**config.mk**
```make
export PLATFORM = sky130hd
export DESIGN_NAME = stage_sequencer
export DESIGN_NICKNAME = d
export VERILOG_FILES = /design/src/rtl/cpu_pkg.sv /design/src/rtl/event_counter.sv /design/src/rtl/stage_sequencer.sv
export SDC_FILE = /design/constraint.sdc
export NUM_CORES = 1
export LEC_CHECK = 0
export BUFFER_PORTS_ARGS = -buffer_cell sky130_fd_sc_hd__buf_4
export CORE_MARGIN = 2
export CORE_UTILIZATION = 48
export DETAILED_ROUTE_END_ITERATION = 8
export PLACE_DENSITY_LB_ADDON = 0.05
export SYNTH_ARGS = -nofsm -noshare
export SYNTH_HDL_FRONTEND = slang
export SYNTH_SLANG_ARGS = --single-unit
```
**constraint.sdc**
```tcl
create_clock -name clk -period 2.1 [get_ports clk]
set_input_delay 0.42 -clock clk [delete_from_list [all_inputs] [get_ports clk]]
set_output_delay 0.42 -clock clk [all_outputs]
set_load 0.005 [all_outputs]
```
**src/rtl/cpu_pkg.sv**
```systemverilog
// Shared definitions for the cpu-level stage sequencer: FSM states, mode
// selectors and canonical stage indices.
package cpu_pkg;

  typedef enum logic [1:0] {
    StIdle   = 2'd0,
    StRun    = 2'd1,
    StDrain  = 2'd2,
    StHalted = 2'd3
  } seq_state_e;

  localparam int unsigned MODE_SEQ  = 0;
  localparam int unsigned MODE_PIPE = 1;

  localparam int unsigned STG_IF = 0;
  localparam int unsigned STG_ID = 1;
  localparam int unsigned STG_EX = 2;
  localparam int unsigned STG_WB = 3;

endpackage

```
**src/rtl/event_counter.sv**
```systemverilog
// Free-running event counter: increments on inc_i, wraps modulo 2^W.
module event_counter #(
  parameter int unsigned W = 32
) (
  input  logic         clk,
  input  logic         reset,
  input  logic         inc_i,
  output logic [W-1:0] count_o
);

  logic [W-1:0] count_q, count_d;

  always_comb begin
    count_d = count_q;
    if (inc_i) count_d = count_q + W'(1);
  end

  always_ff @(posedge clk) begin
    if (reset) count_q <= '0;
    else       count_q <= count_d;
  end

  assign count_o = count_q;

endmodule

```
**src/rtl/stage_sequencer.sv**
```systemverilog
// Single-clock stage sequencer: per-stage enable strobes with ready/stall handshake,
// run/halt control, sequential or overlapped issue, and busy/retire counters.
module stage_sequencer
  import cpu_pkg::*;
#(
  parameter int unsigned NUM_STAGES = 4,
  parameter int unsigned MODE       = MODE_SEQ,
  parameter int unsigned CNT_W      = 32
) (
  input  logic                  clk,
  input  logic                  reset,
  input  logic                  run_i,
  input  logic                  halt_req_i,
  input  logic [NUM_STAGES-1:0] stage_ready_i,
  output logic [NUM_STAGES-1:0] stage_en_o,
  output logic [NUM_STAGES-1:0] stage_first_o,
  output logic                  retire_o,
  output logic                  busy_o,
  output logic                  halted_o,
  output logic [CNT_W-1:0]      cycle_count_o,
  output logic [CNT_W-1:0]      retire_count_o
);

  localparam logic [NUM_STAGES-1:0] FirstStage = NUM_STAGES'(1) << STG_IF;

  seq_state_e state_q, state_d;
  logic       halt_pending_q, halt_pending_d;
  logic       fresh_q, fresh_d;
  logic       busy;
  logic       start;
  logic       adv;
  logic       drain_done;
  logic       retire;

  assign busy  = (state_q == StRun) || (state_q == StDrain);
  // Launch from IDLE on run; resume from HALTED only when no halt is being requested.
  assign start = run_i & ((state_q == StIdle) | ((state_q == StHalted) & ~halt_req_i));

  always_comb begin
    state_d        = state_q;
    halt_pending_d = halt_pending_q;
    unique case (state_q)
      StIdle: begin
        if (run_i) state_d = StRun;
      end
      StRun: begin
        if (halt_req_i) begin
          halt_pending_d = 1'b1;
          state_d        = drain_done ? StHalted : StDrain;
        end
      end
      StDrain: begin
        if (drain_done && halt_pending_q) state_d = StHalted;
      end
      StHalted: begin
        if (start) begin
          state_d        = StRun;
          halt_pending_d = 1'b0;
        end
      end
      default: state_d = StIdle;
    endcase
    fresh_d = adv | start;
  end

  always_ff @(posedge clk) begin
    if (reset) begin
      state_q        <= StIdle;
      halt_pending_q <= 1'b0;
      fresh_q        <= 1'b0;
    end else begin
      state_q        <= state_d;
      halt_pending_q <= halt_pending_d;
      fresh_q        <= fresh_d;
    end
  end

  if (MODE == MODE_SEQ) begin : g_seq
    logic [NUM_STAGES-1:0] cur_q, cur_d;

    assign stage_en_o = busy ? cur_q : '0;
    assign adv        = |(stage_en_o & stage_ready_i);
    assign retire     = stage_en_o[NUM_STAGES-1] & stage_ready_i[NUM_STAGES-1];
    // Only the last stage's completion leaves nothing in flight.
    assign drain_done = retire;

    always_comb begin
      cur_d = cur_q;
      if (start)    cur_d = FirstStage;
      else if (adv) cur_d = {cur_q[NUM_STAGES-2:0], cur_q[NUM_STAGES-1]};
    end

    always_ff @(posedge clk) begin
      if (reset) cur_q <= '0;
      else       cur_q <= cur_d;
    end
  end else begin : g_pipe
    logic [NUM_STAGES-1:0] valid_q, valid_d;
    logic                  inject;
    logic                  advance;

    // A halt request suppresses injection on the very edge it leaves RUN.
    assign inject     = (state_q == StRun) & ~halt_req_i;
    assign advance    = &(stage_ready_i | ~valid_q);
    assign stage_en_o = valid_q;
    assign adv        = busy & advance;
    assign retire     = advance & valid_q[NUM_STAGES-1];
    assign drain_done = (valid_d == '0);

    always_comb begin
      valid_d = valid_q;
      if (start)    valid_d = FirstStage;
      else if (adv) valid_d = {valid_q[NUM_STAGES-2:0], inject};
    end

    always_ff @(posedge clk) begin
      if (reset) valid_q <= '0;
      else       valid_q <= valid_d;
    end
  end

  assign stage_first_o = stage_en_o & {NUM_STAGES{fresh_q}};
  assign retire_o      = retire;
  assign busy_o        = busy;
  assign halted_o      = (state_q == StHalted);

  event_counter #(
    .W(CNT_W)
  ) u_cycle_cnt (
    .clk    (clk),
    .reset  (reset),
    .inc_i  (busy),
    .count_o(cycle_count_o)
  );

  event_counter #(
    .W(CNT_W)
  ) u_retire_cnt (
    .clk    (clk),
    .reset  (reset),
    .inc_i  (retire),
    .count_o(retire_count_o)
  );

endmodule

```
Yosys cells after proc, flatten, opt, wreduce, memory -nomap -nowiden
Cells that the tools add are included.
- register bits: 72
- word-level logic and storage cells: 45
- bits of input ports: 8
- equal/unequal tests: 7
- reductions and logical operators: 9
- add/subtract/negate cells: 2
- bitwise logic cells: 8
- mux-type cells: 12
- operator list (operator ; count):
    $add A32 B1 Y32 const B ; 2
    $and A4 B4 Y4 ; 2
    $mux W2 ; 4
    $pmux W2 S4 ; 1
    $mux W1 ; 5
    $eq A2 B2 Y1 const B ; 2
    $mux W4 ; 1
    $ne A2 B1 Y1 const B ; 2
    $ne A2 B2 Y1 const B ; 2
    $reduce_and A4 Y1 ; 1
    $reduce_bool A2 Y1 ; 2
    $reduce_or A4 Y1 ; 1
    $and A1 B1 Y1 ; 3
    $reduce_and A3 Y1 ; 1
    $eq A2 B1 Y1 const B ; 1
    $logic_not A2 Y1 ; 1
    $or A1 B1 Y1 ; 2
    $pmux W1 S2 ; 1
    $reduce_or A2 Y1 ; 1
    $logic_and A1 B1 Y1 ; 1
    $logic_or A1 B1 Y1 ; 1
    $not A1 Y1 ; 1

Longest topological paths before layout
Gate-level depths: netlist of run 1.
- word-level depth: 7
- mapped depth: 8
- depth with buffers taken out: 7

Modules after synthesis
Synthesis of run 1 repeated with hierarchy kept, for this count alone.
- cells, all modules: 419
- area total of the unflattened synthesis: 3627.2 µm²
- by module, submodules not included (module ; cells an instance ; sequential area each (µm²) ; instances ; area each (µm²)):
    event_counter ; 181 ; 640.6 ; 2 ; 1564.0
    stage_sequencer ; 57 ; 160.2 ; 1 ; 499.2

Least setup slack after synthesis of run 1
Ideal clock, no wire load.
- kind: reg2reg
- start: register state_q[0]
- end: register u_retire_cnt.count_q[31], in the netlist u_retire_cnt.count_o[31]
- path slack: -0.156 ns
- setup time: 0.121 ns
- stages on the path, launching flop included: 8
- arrival time: 2.135 ns
- cell sequence: dfxtp_1 inv_1 ha_1 nand4_2 or4_1 buf_2 nor4_1 mux2_2
- cells in the longest elaborated chain, start to end: 4
- elaborated cells on any way between the ends: 5
- ends and longest elaborated chain (what ; RTL line ; text):
    start: declaration ; stage_sequencer.sv:26 ; seq_state_e state_q, state_d;
    start signal: assignment ; stage_sequencer.sv:68 ; state_q <= StIdle;
    start signal: assignment ; stage_sequencer.sv:72 ; state_q <= state_d;
    $eq A2 B1 Y1 or $eq A2 B2 Y1 (tied branches) ; stage_sequencer.sv:35 ; assign busy = (state_q == StRun) || (state_q == StDrain);
    $logic_or A1 B1 Y1 * ; stage_sequencer.sv:35 ;
    named net busy_o ; stage_sequencer.sv:18 ; output logic busy_o,
    $mux W4 * ; stage_sequencer.sv:81 ; assign stage_en_o = busy ? cur_q : '0;
    $and A1 B1 Y1 * ; stage_sequencer.sv:83 ; assign retire = stage_en_o[NUM_STAGES-1] & stage_ready_i[NUM_STAGES-1];
    end signal: assignment ; event_counter.sv:20 ; else count_q <= count_d;
    end: declaration ; event_counter.sv:11 ; logic [W-1:0] count_q, count_d;
The timed path passes the listed nets; every way through them passes the cells marked *.
A chain may end at the register's enable or synchronous reset.

Final worst setup path of run 1
- start: register state_q[0]
- end: register u_retire_cnt.count_q[31], in the netlist u_retire_cnt.count_o[31]
- cells in the longest elaborated chain, start to end: 4
- elaborated cells on any way between the ends: 5
- ends and longest elaborated chain (what ; RTL line):
    $eq A2 B1 Y1 or $eq A2 B2 Y1 (tied branches) ; stage_sequencer.sv:35
    $logic_or A1 B1 Y1 * ; stage_sequencer.sv:35
    $mux W4 * ; stage_sequencer.sv:81
    $and A1 B1 Y1 * ; stage_sequencer.sv:83
Every way passes the cells marked *; elsewhere a longest branch is shown, timed or not.

==> impl_metrics.py, run 1 <==
metrics = {
    "power": {
        "swShare_pct": 27.3,
        "internal_power_mw": 2.42,
        "ir_worst_vdd_mv": 0.397,
        "p_leak_nw": 1.89,
        "power_frac_comb_pct": 21.1,
        "seq_power_share_pct": 43.6,
        "switchingPower_mw": 0.907,
        "power.total_mw": 3.32,
        "pwr-share-clk_pct": 35.3,
        "powerDensity_nw_per_um2": 682,
    },
    "floorplanning": {
        "start_util_pct": 49.2,
        "die_height_um": 89.7,
        "die_w_um": 89.7,
        "coreArea_um2": 7180,
        "pin_count": 83,
        "num_rows": 31,
        "die_area_um2": 8050,
    },
    "clock_tree": {
        "cts.sinks": 72,
        "clk_latency_ns": 0.34,
        "cts_made_buffers": 9,
        "root_buffer": "clkbuf_8",
        "cts.clk_slew.worst_paths_ns": 0.08,
        "hold_buffers": 0,
        "h-tree-depth": 3,
        "cts_tree": "yes",
        "cts_buffer_depth": 2,
    },
    "synth": {
        "syn_avg_cell_area_um2": 8.32,
        "synthArstFlopShare_pct": 0,
        "yosys.area.top_type_share_pct": 40.9,
        "syn_nets": 438,
        "synth-seq-cells": 72,
        "synth_edf_count": 0,
        "yosysWarnings": 0,
        "syn-instance-count": 424,
        "yosysSeqAreaShare_pct": 40.9,
        "synth_top_area_cell": "dfxtp_1",
        "synth-main-ff-cell": "dfxtp_1",
        "ys_types": 39,
        "synth_area_leaders": "dfxtp_1 41%, a21oi_1 5.1%, or4_1 5.1%",
        "syn-cell-area_um2": 3530,
    },
    "timing": {
        "rsz0062_at_grt": "yes",
        "relSlewSlack_pct": 69.2,
        "finalSetupViolCount": 1,
        "layout_setup_ws_ns": -0.0216,
        "worst-slew-pin-transition_ns": 0.462,
        "fmax_ghz": 0.471,
        "skew_ns": 0.00869,
        "hold_viol": 0,
        "period_share_pct": 101,
        "hold_slack_ns": 0.438,
        "drv_slew": 0,
        "fin_crit_ns": 2.12,
    },
    "status": {
        "outcome": "complete, but fails checks",
        "violations": "setup timing",
    },
    "finish": {
        "drive_above_1_share_pct": 35.3,
        "fin_cells": 643,
        "post-route-util_pct": 68.0,
        "area_growth_pct": 38.2,
        "nets": 554,
        "diodes": 0,
    },
    "placement": {
        "place.gp.congestion": 0.813,
        "dp.cells": 627,
        "port_buffers": 82,
        "pre_cts_ws_ns": -0.0712,
        "hpwl_mm": 6.20,
    },
    "job": {
        "maxCapViolCount": 0,
    },
    "detailed_routing": {
        "firstDrtPassIters": 4,
        "drt_first_iter_violations": 159,
        "vias": 3473,
        "drc": 0,
        "routed_wirelength_mm": 8.71,
        "routed_via_density": 5.40,
        "postRouteAntennaNets": 0,
        "wl_per_cell_um": 13.5,
    },
    "setup_path": {
        "path_class": "reg2reg",
        "crit_family": "simple AND/OR/NAND/NOR gates",
        "crit_chain": "inv_2 -> ha_4 -> nand4_4 -> or4_4 -> nor4_2 -> mux2_2",
        "path_max_fanout": 7,
        "cp-start-kind": "register",
        "worst-path-buf-inv": 1,
        "crit_required_ns": 2.33,
        "critPathMaxStageDelay_ns": 0.61,
        "slowest_stage": "or4_4",
        "arrival_ns": 2.35,
        "crit_path_end_kind": "register",
    },
    "global_route": {
        "antenna_found_initial": 0,
        "grt_max_degree": 42,
        "grt_pass1_wl_mm": 14.9,
        "grt-ovfl-total": 0,
        "grt_pass1_vias": 3236,
        "grtUsageTotal_pct": 22.0,
    },
    "hold_path": {
        "hold_class": "in2reg",
    },
}
-- kinds of logic (layout without fill, tap and decap cells) --
kind of cell	count (synthesis)	count (layout)	share of synthesized area, %
flops	72	72	40.9
mux	15	15	4.65
fa+ha+maj	6	6	2.13
simple gates	185	186	29.1
compound gates	82	82	13.4
buf+inv	45	164	5.18
xor+xnor	19	19	4.72
-- placed cells by master (no fill, tap or decap), types with 4 or more instances in the layout --
master and n:
and2_1 5, a21oi_2 5, dfxtp_1 66, and4_1 4, o31ai_1 14, xor2_1 8, nor3_1 9, nor2_1 38
a21oi_1 31, xnor2_1 11, nand3_1 15, or3_1 18, nand2_1 23, o21ai_0 21, mux2_2 11, or4_1 11
clkbuf_8 9, or4_4 13, ha_1 5, buf_4 126, and3_1 7, inv_1 19, nor2b_1 12, nand4_1 16
mux2i_1 4, dfxtp_2 6
-- Yosys cell counts, types with 4 or more instances --
master / number
mux2i_1: 4
nor2_1: 38
buf_2: 4
and4_1: 4
nand4_1: 16
xnor2_1: 11
mux2_2: 11
o21ai_0: 21
inv_1: 22
and3_1: 7
nor2b_1: 12
dfxtp_1: 72
or4_1: 24
xor2_1: 8
buf_1: 4
nand2_1: 23
or3_1: 19
nor3_1: 11
a21oi_1: 36
nor4_1: 4
and2_1: 5
o31ai_1: 15
nand3_1: 16
ha_1: 6
clkbuf_1: 13
-- worst register-to-register path: cells and delay by family, from the launching register on --
kind | cells | cell delay [ns]
adder cells (fa/ha/maj) | 1 | 0.28
buffers and inverters | 1 | 0.05
flip-flops | 1 | 0.34
AND/OR/NAND/NOR | 3 | 0.99
multiplexers | 1 | 0.36
-- through the flow --
stage | setup TNS (ns) | instance area [um^2]
after floorplan | -0.0145 | 3580
after global placement | -0.0505 | 4550
after detailed placement | -0.288 | 4550
after CTS | -0.00521 | 4780
after global routing | -0.481 | 4880
final | -0.0216 | 4880
-- metal layers --
| layer | global-route usage [%] | share of wire [%] | up-vias |
|---|---|---|---|
| met1 | 28.6 | 47 | 1601 |
| met3 | 5.20 | 4.8 | 11 |
| met2 | 36.9 | 47 | 92 |
| met4 | 5.64 | 1.1 | 0 |
| li1 | - | - | 1769 |
| met5 | 0 | 0 | - |
-- final timing paths --
check | to | cells past startpoint | slack, ns | startpoint
max | u_retire_cnt.count_o[31] | 6 | -0.02 | state_q[0]
min | fresh_q | 3 | 0.44 | run_i
max reg2reg | u_retire_cnt.count_o[31] | 6 | -0.02 | state_q[0]
min reg2reg | u_cycle_cnt.count_o[31] | 2 | 0.49 | u_cycle_cnt.count_o[31]
-- what timing repair did --
| item | 4_1_cts | 5_1_grt |
|---|---|---|
| setup buffers | 0 | 0 |
| gates cloned | 0 | 1 |
| gates resized for setup | 6 | 24 |
| endpoints found under the setup margin | 12 | 25 |
| pin swaps | 0 | 16 |
-- power groups by stage --
stage	registers (mW)	clock network [mW]	logic, mW
after floorplan	1.50	0	0.392
after global placement	1.48	0	0.679
after detailed placement	1.48	0	0.694
after CTS	1.45	1.19	0.700
after global routing	1.46	1.28	0.786
final	1.45	1.17	0.701
-- area by class of cell --
cell class	count	area (um^2)
well taps	99	124
inverters	22	82.6
clock buffers	9	124
multi-input cells	308	2050
clock inverters	6	85.1
flip-flops and latches	72	1450
repair buffers	127	961
fillers	626	2300
-- flip-flops by register name, indices dropped and copies added (netlist names) --
register / count
fresh_q: 1
g_seq.cur_q: 4
halt_pending_q: 1
state_q: 2
u_cycle_cnt.count_o: 32
u_retire_cnt.count_o: 32
Note: power is estimated with default switching activity, not from simulation.
==> inputs of run 2 (changes only) <==
--- a/config.mk
+++ b/config.mk
@@ -9,6 +9,7 @@
 export CORE_MARGIN = 2
 export CORE_UTILIZATION = 48
 export DETAILED_ROUTE_END_ITERATION = 8
+export HOLD_SLACK_MARGIN = 0.06
 export PLACE_DENSITY_LB_ADDON = 0.05
 export SYNTH_ARGS = -nofsm -noshare
 export SYNTH_HDL_FRONTEND = slang
==> constraint.sdc (replaced) <==
create_clock -name clk -period 2.1 [get_ports clk]
set_input_delay 0.21 -clock clk [delete_from_list [all_inputs] [get_ports clk]]
set_output_delay 0.21 -clock clk [all_outputs]
set_load 0.005 [all_outputs]
==> run 2 against run 1 <==
Effect of this change: the run still ends with setup timing left; combinational power increased by 0.9%; via count is 1.1% higher; sequential power hardly changed; final cell count rose by 0.93%; first-iteration DRC count decreased by 25%; register-to-register slack improved by 0.02 ns; largest cell class unchanged.
==> impl_metrics.py, run 2 (synthesized netlist as in run 1, its figures left out) <==
metrics = {
    "status": {
        "outcome": "complete, but fails checks",
        "violations": "setup timing",
    },
    "detailed_routing": {
        "routed_wirelength_mm": 8.82,
        "wl_per_cell_um": 13.6,
        "vias": 3512,
        "postRouteAntennaNets": 0,
        "drt_first_iter_violations": 119,
        "drc": 0,
        "firstDrtPassIters": 7,
        "routed_via_density": 5.41,
    },
    "placement": {
        "placed_area_um2": 4550,
        "place.gp.congestion": 0.794,
        "hpwl_mm": 6.22,
        "port_buffers": 82,
    },
    "power": {
        "powerDensity_nw_per_um2": 679,
        "ir_worst_vdd_mv": 0.384,
        "p_leak_nw": 1.92,
    },
    "floorplanning": {
        "die_w_um": 89.7,
        "pin_count": 83,
        "die_area_um2": 8050,
        "die_height_um": 89.7,
        "start_util_pct": 49.2,
        "coreArea_um2": 7180,
        "num_rows": 31,
    },
    "timing": {
        "hold_viol": 0,
        "period_share_pct": 100,
        "layout_setup_ws_ns": -0.00568,
        "drv_slew": 0,
        "hold_slack_ns": 0.246,
        "fmax_ghz": 0.475,
        "fin_tns_setup_ns": -0.00704,
        "finalSetupViolCount": 3,
        "fin_crit_ns": 2.11,
        "skew_ns": 0.00876,
        "rsz0062_at_grt": "yes",
        "relSlewSlack_pct": 63.6,
        "worst-slew-pin-transition_ns": 0.546,
    },
    "setup_path": {
        "rrSetupSlack_ns": -0.006,
        "arrival_ns": 2.38,
        "cp-start-kind": "register",
        "r2r-end": "u_retire_cnt.count_o[29]",
        "critPathMaxStageDelay_ns": 0.61,
        "path_class": "reg2reg",
        "rr_startpoint": "state_q[1]",
        "crit_chain": "inv_2 -> ha_4 -> nand4_4 -> or4_4 -> or4_1 -> a21oi_1",
        "crit_family": "simple AND/OR/NAND/NOR gates",
        "crit_required_ns": 2.38,
        "worst-path-buf-inv": 1,
        "crit_path_end_kind": "register",
        "path_max_fanout": 7,
        "crit_path_start": "state_q[1]",
        "slowest_stage": "or4_4",
        "reg2regPathDepth": 6,
    },
    "clock_tree": {
        "cts.clk_slew.worst_paths_ns": 0.08,
        "cts_buffer_depth": 2,
        "root_buffer": "clkbuf_8",
        "cts.sinks": 72,
        "h-tree-depth": 3,
        "cts_made_buffers": 9,
        "clk_latency_ns": 0.34,
        "hold_buffers": 0,
        "cts_tree": "yes",
    },
    "hold_path": {
        "hold_class": "in2reg",
        "worstHoldEndpoint": "halt_pending_q",
        "hold_depth": 4,
        "hold_start": "run_i",
    },
    "global_route": {
        "grt_pass1_wl_mm": 14.8,
        "grt_max_degree": 54,
        "grt-ovfl-total": 0,
        "grt_pass1_vias": 3241,
        "grtUsageTotal_pct": 21.9,
        "antenna_found_initial": 0,
    },
    "finish": {
        "fin_area_um2": 4860,
        "post-route-util_pct": 67.7,
        "nFillCells": 644,
        "area_growth_pct": 37.7,
        "final_common_cell": "buf_4",
        "diodes": 0,
        "layout_common_cells": "131 x buf_4, 68 x dfxtp_1, 38 x nor2_1, 34 x a21oi_1, 23 x nand2_1",
        "nets": 559,
        "drive_above_1_share_pct": 33.6,
    },
    "job": {
        "maxCapViolCount": 0,
    },
}
==> run 2: worst min-delay path: stages <==
cell and delay (ns):
buf_4 0.12, o211ai_1 0.08, a22oi_1 0.07, nor2_1 0.08
==> run 2: per-layer routing <==
layer  track usage, %  vias to the layer above  wire length (um)
met5                0                        -                 0
met4             7.31                        0                67
met3             5.28                        6               345
met2             36.5                       78              4250
met1             27.9                     1656              4150
li1                 -                     1772                 -
==> run 2: how the worst max path moves through the flow <==
stage                                     to  cells past startpoint
floorplan           u_retire_cnt.count_o[31]                      7
global placement    u_retire_cnt.count_o[19]                      6
finish              u_retire_cnt.count_o[29]                      6
global route        u_retire_cnt.count_o[27]                      6
detailed placement  u_retire_cnt.count_o[19]                      6
CTS                 u_retire_cnt.count_o[31]                      6
==> run 2: metrics by stage <==
stage | worst slack [ns] | power (mW) | instances
2_1_floorplan | -0.0145 | 1.89 | 424
3_3_place_gp | -0.0420 | 2.16 | 628
3_5_place_dp | -0.0799 | 2.17 | 628
4_1_cts | -0.00563 | 3.31 | 644
5_1_grt | -0.105 | 3.47 | 649
6_report | -0.00568 | 3.30 | 649
==> run 2: cell type report <==
cell class / instances / area (um^2) / share of cell area [%]
multi-input cells: 308 / 2000 / 41.2
flip-flops and latches: 72 / 1450 / 29.8
repair buffers: 132 / 995 / 20.5
clock buffers: 11 / 151 / 3.12
well taps: 99 / 124 / 2.55
inverters: 22 / 82.6 / 1.70
clock inverters: 5 / 55.1 / 1.13
==> run 2: report_power, final <==
part           switching [mW]  internal (mW)  leakage, nW
clock                   0.526          0.609        0.101
combinational           0.358          0.349         1.23
sequential             0.0352           1.42        0.583
==> run 2: timing repair <==
| action | CTS | global route |
|---|---|---|
| setup buffers | 0 | 4 |
| hold endpoints to repair | 0 | 0 |
| setup endpoints to repair | 10 | 26 |
| pin swaps | 1 | 9 |
| cloned | 0 | 1 |
| resized for setup | 3 | 12 |
==> inputs of run 3 (changes only) <==
--- a/config.mk
+++ b/config.mk
@@ -11,6 +11,7 @@
 export DETAILED_ROUTE_END_ITERATION = 8
 export HOLD_SLACK_MARGIN = 0.06
 export PLACE_DENSITY_LB_ADDON = 0.05
+export RECOVER_POWER = 100
 export SYNTH_ARGS = -nofsm -noshare
 export SYNTH_HDL_FRONTEND = slang
 export SYNTH_SLANG_ARGS = --single-unit
==> run 3 against run 2 <==
Effect of this change: the flow still finishes with violations (setup timing); count of clock-buffer cells in the layout is the same; via count rose by 1.0%; register-to-register slack barely moved; sequential power about the same; sequential share of layout area is 0.57 points higher; final cell count is the same; clock power hardly changed; first-iteration DRC count increased by 3.4%; maximum frequency about the same; critical path depth stayed put; core utilization shrank 1.4 points.
==> impl_metrics.py, run 3 (synthesized netlist as in run 1, its figures left out) <==
metrics = {
    "timing": {
        "layout_setup_ws_ns": -0.00434,
        "skew_ns": 0.00668,
        "relSlewSlack_pct": 63.6,
        "fin_tns_setup_ns": -0.00613,
        "hold_viol": 0,
        "finalSetupViolCount": 2,
        "rsz0062_at_grt": "yes",
        "fmax_ghz": 0.475,
        "fin_crit_ns": 2.10,
        "period_share_pct": 100,
        "hold_slack_ns": 0.241,
        "worst-slew-pin-transition_ns": 0.546,
        "drv_slew": 0,
    },
    "job": {
        "maxCapViolCount": 0,
    },
    "clock_tree": {
        "h-tree-depth": 3,
        "cts.clk_slew.worst_paths_ns": 0.08,
        "root_buffer": "clkbuf_8",
        "cts_made_buffers": 9,
        "clk_latency_ns": 0.35,
        "cts_tree": "yes",
        "hold_buffers": 0,
        "cts.sinks": 72,
        "cts_buffer_depth": 2,
    },
    "power": {
        "power_frac_comb_pct": 21.1,
        "swShare_pct": 28.0,
        "power.total_mw": 3.28,
        "p_leak_nw": 1.78,
        "ir_worst_vdd_mv": 0.388,
        "seq_power_share_pct": 44.3,
        "powerDensity_nw_per_um2": 690,
        "internal_power_mw": 2.36,
        "switchingPower_mw": 0.919,
        "pwr-share-clk_pct": 34.6,
    },
    "status": {
        "violations": "setup timing",
        "outcome": "complete, but fails checks",
    },
    "global_route": {
        "grt_max_degree": 54,
        "grt_pass1_wl_mm": 14.8,
        "antenna_found_initial": 0,
        "grt-ovfl-total": 0,
        "grt_pass1_vias": 3241,
        "grtUsageTotal_pct": 21.9,
    },
    "floorplanning": {
        "start_util_pct": 49.2,
        "num_rows": 31,
        "pin_count": 83,
        "die_w_um": 89.7,
        "coreArea_um2": 7180,
        "die_height_um": 89.7,
        "die_area_um2": 8050,
    },
    "detailed_routing": {
        "postRouteAntennaNets": 0,
        "firstDrtPassIters": 5,
        "wl_per_cell_um": 13.5,
        "drc": 0,
        "routed_via_density": 5.47,
        "vias": 3547,
        "routed_wirelength_mm": 8.79,
        "drt_first_iter_violations": 123,
    },
    "finish": {
        "final_common_cell": "dfxtp_1",
        "drive_above_1_share_pct": 28.5,
        "area_growth_pct": 34.9,
        "nets": 559,
        "layout_common_cells": "70 x dfxtp_1, 69 x buf_4, 38 x nor2_1, 36 x clkbuf_4, 34 x a21oi_1",
        "multi_input_area_um2": 2000,
        "nFillCells": 668,
        "fin_cells": 649,
        "diodes": 0,
        "seq_area_um2": 1440,
    },
    "hold_path": {
        "hold_class": "in2reg",
    },
    "setup_path": {
        "rr_startpoint": "state_q[1]",
        "reg2regPathDepth": 6,
        "arrival_ns": 2.38,
        "cp-start-kind": "register",
        "path_class": "reg2reg",
        "r2r-end": "u_retire_cnt.count_o[29]",
        "rrSetupSlack_ns": -0.004,
        "path_max_fanout": 7,
        "crit_path_end_kind": "register",
        "crit_required_ns": 2.38,
        "crit_path_start": "state_q[1]",
        "crit_path_end": "u_retire_cnt.count_o[29]",
    },
    "placement": {
        "pre_cts_ws_ns": -0.0799,
        "place.gp.congestion": 0.794,
        "dp.cells": 628,
        "hpwl_mm": 6.22,
        "port_buffers": 82,
    },
}
## run 3: changes by cell type in the layout (fill, tap and decap cells not counted), sizes merged
| cell | change |
|---|---|
| clkbuf | +62 |
| buf | -62 |
## run 3: worst min path at each step
| stage | startpoint | to | slack (ns) | depth (start not counted) |
|---|---|---|---|---|
| after detailed placement | u_cycle_cnt.count_o[31] | u_cycle_cnt.count_o[31] | 0.48 | 2 |
| final | run_i | halt_pending_q | 0.24 | 4 |
| after CTS | run_i | halt_pending_q | 0.24 | 4 |
| after floorplan | run_i | fresh_q | 0.43 | 2 |
| after global placement | u_cycle_cnt.count_o[31] | u_cycle_cnt.count_o[31] | 0.46 | 2 |
| after global routing | run_i | halt_pending_q | 0.27 | 4 |
## run 3: worst max-delay path, cell delays in order (launching register included)
cell and delay, ns:
dfxtp_2 0.34, inv_2 0.05, ha_4 0.28, nand4_4 0.10
or4_4 0.61, or4_1 0.53, a21oi_1 0.13
## run 3: routing by layer
metal	global-route usage (%)	vias up	routed length, um
li1	-	1775	-
met5	0	-	0
met3	5.28	6	408
met4	7.31	0	70
met2	36.5	95	4260
met1	27.9	1671	4050
## run 3: layout make-up
class                   count  area share, %
inverters                  22           1.74
clock buffers              11           3.18
flip-flops and latches     72           30.4
repair buffers            132           18.9
well taps                  99           2.60
clock inverters             5           1.16
multi-input cells         308           42.1
## run 3: timing repair
item                                    4_1_cts  5_1_grt
endpoints found under the setup margin       10       26
pin swaps                                     1        9
resized for setup                             3       12
buffers inserted                              0        4
cloned                                        0        1
## run 3: metrics by stage
stage               instance area (um^2)  util, %
floorplan                           3580        -
global placement                    4550     63.5
detailed placement                  4550     63.5
CTS                                 4770     66.5
global route                        4760     66.3
finish                              4760     66.3
## run 3: power by group through the flow
stage                     registers [mW]  logic (mW)  clock network (mW)
after CTS                           1.45       0.695                1.16
after detailed placement            1.48       0.691                   0
after global placement              1.48       0.679                   0
after global routing                1.46       0.764                1.23
final                               1.45       0.692                1.14
after floorplan                     1.50       0.392                   0
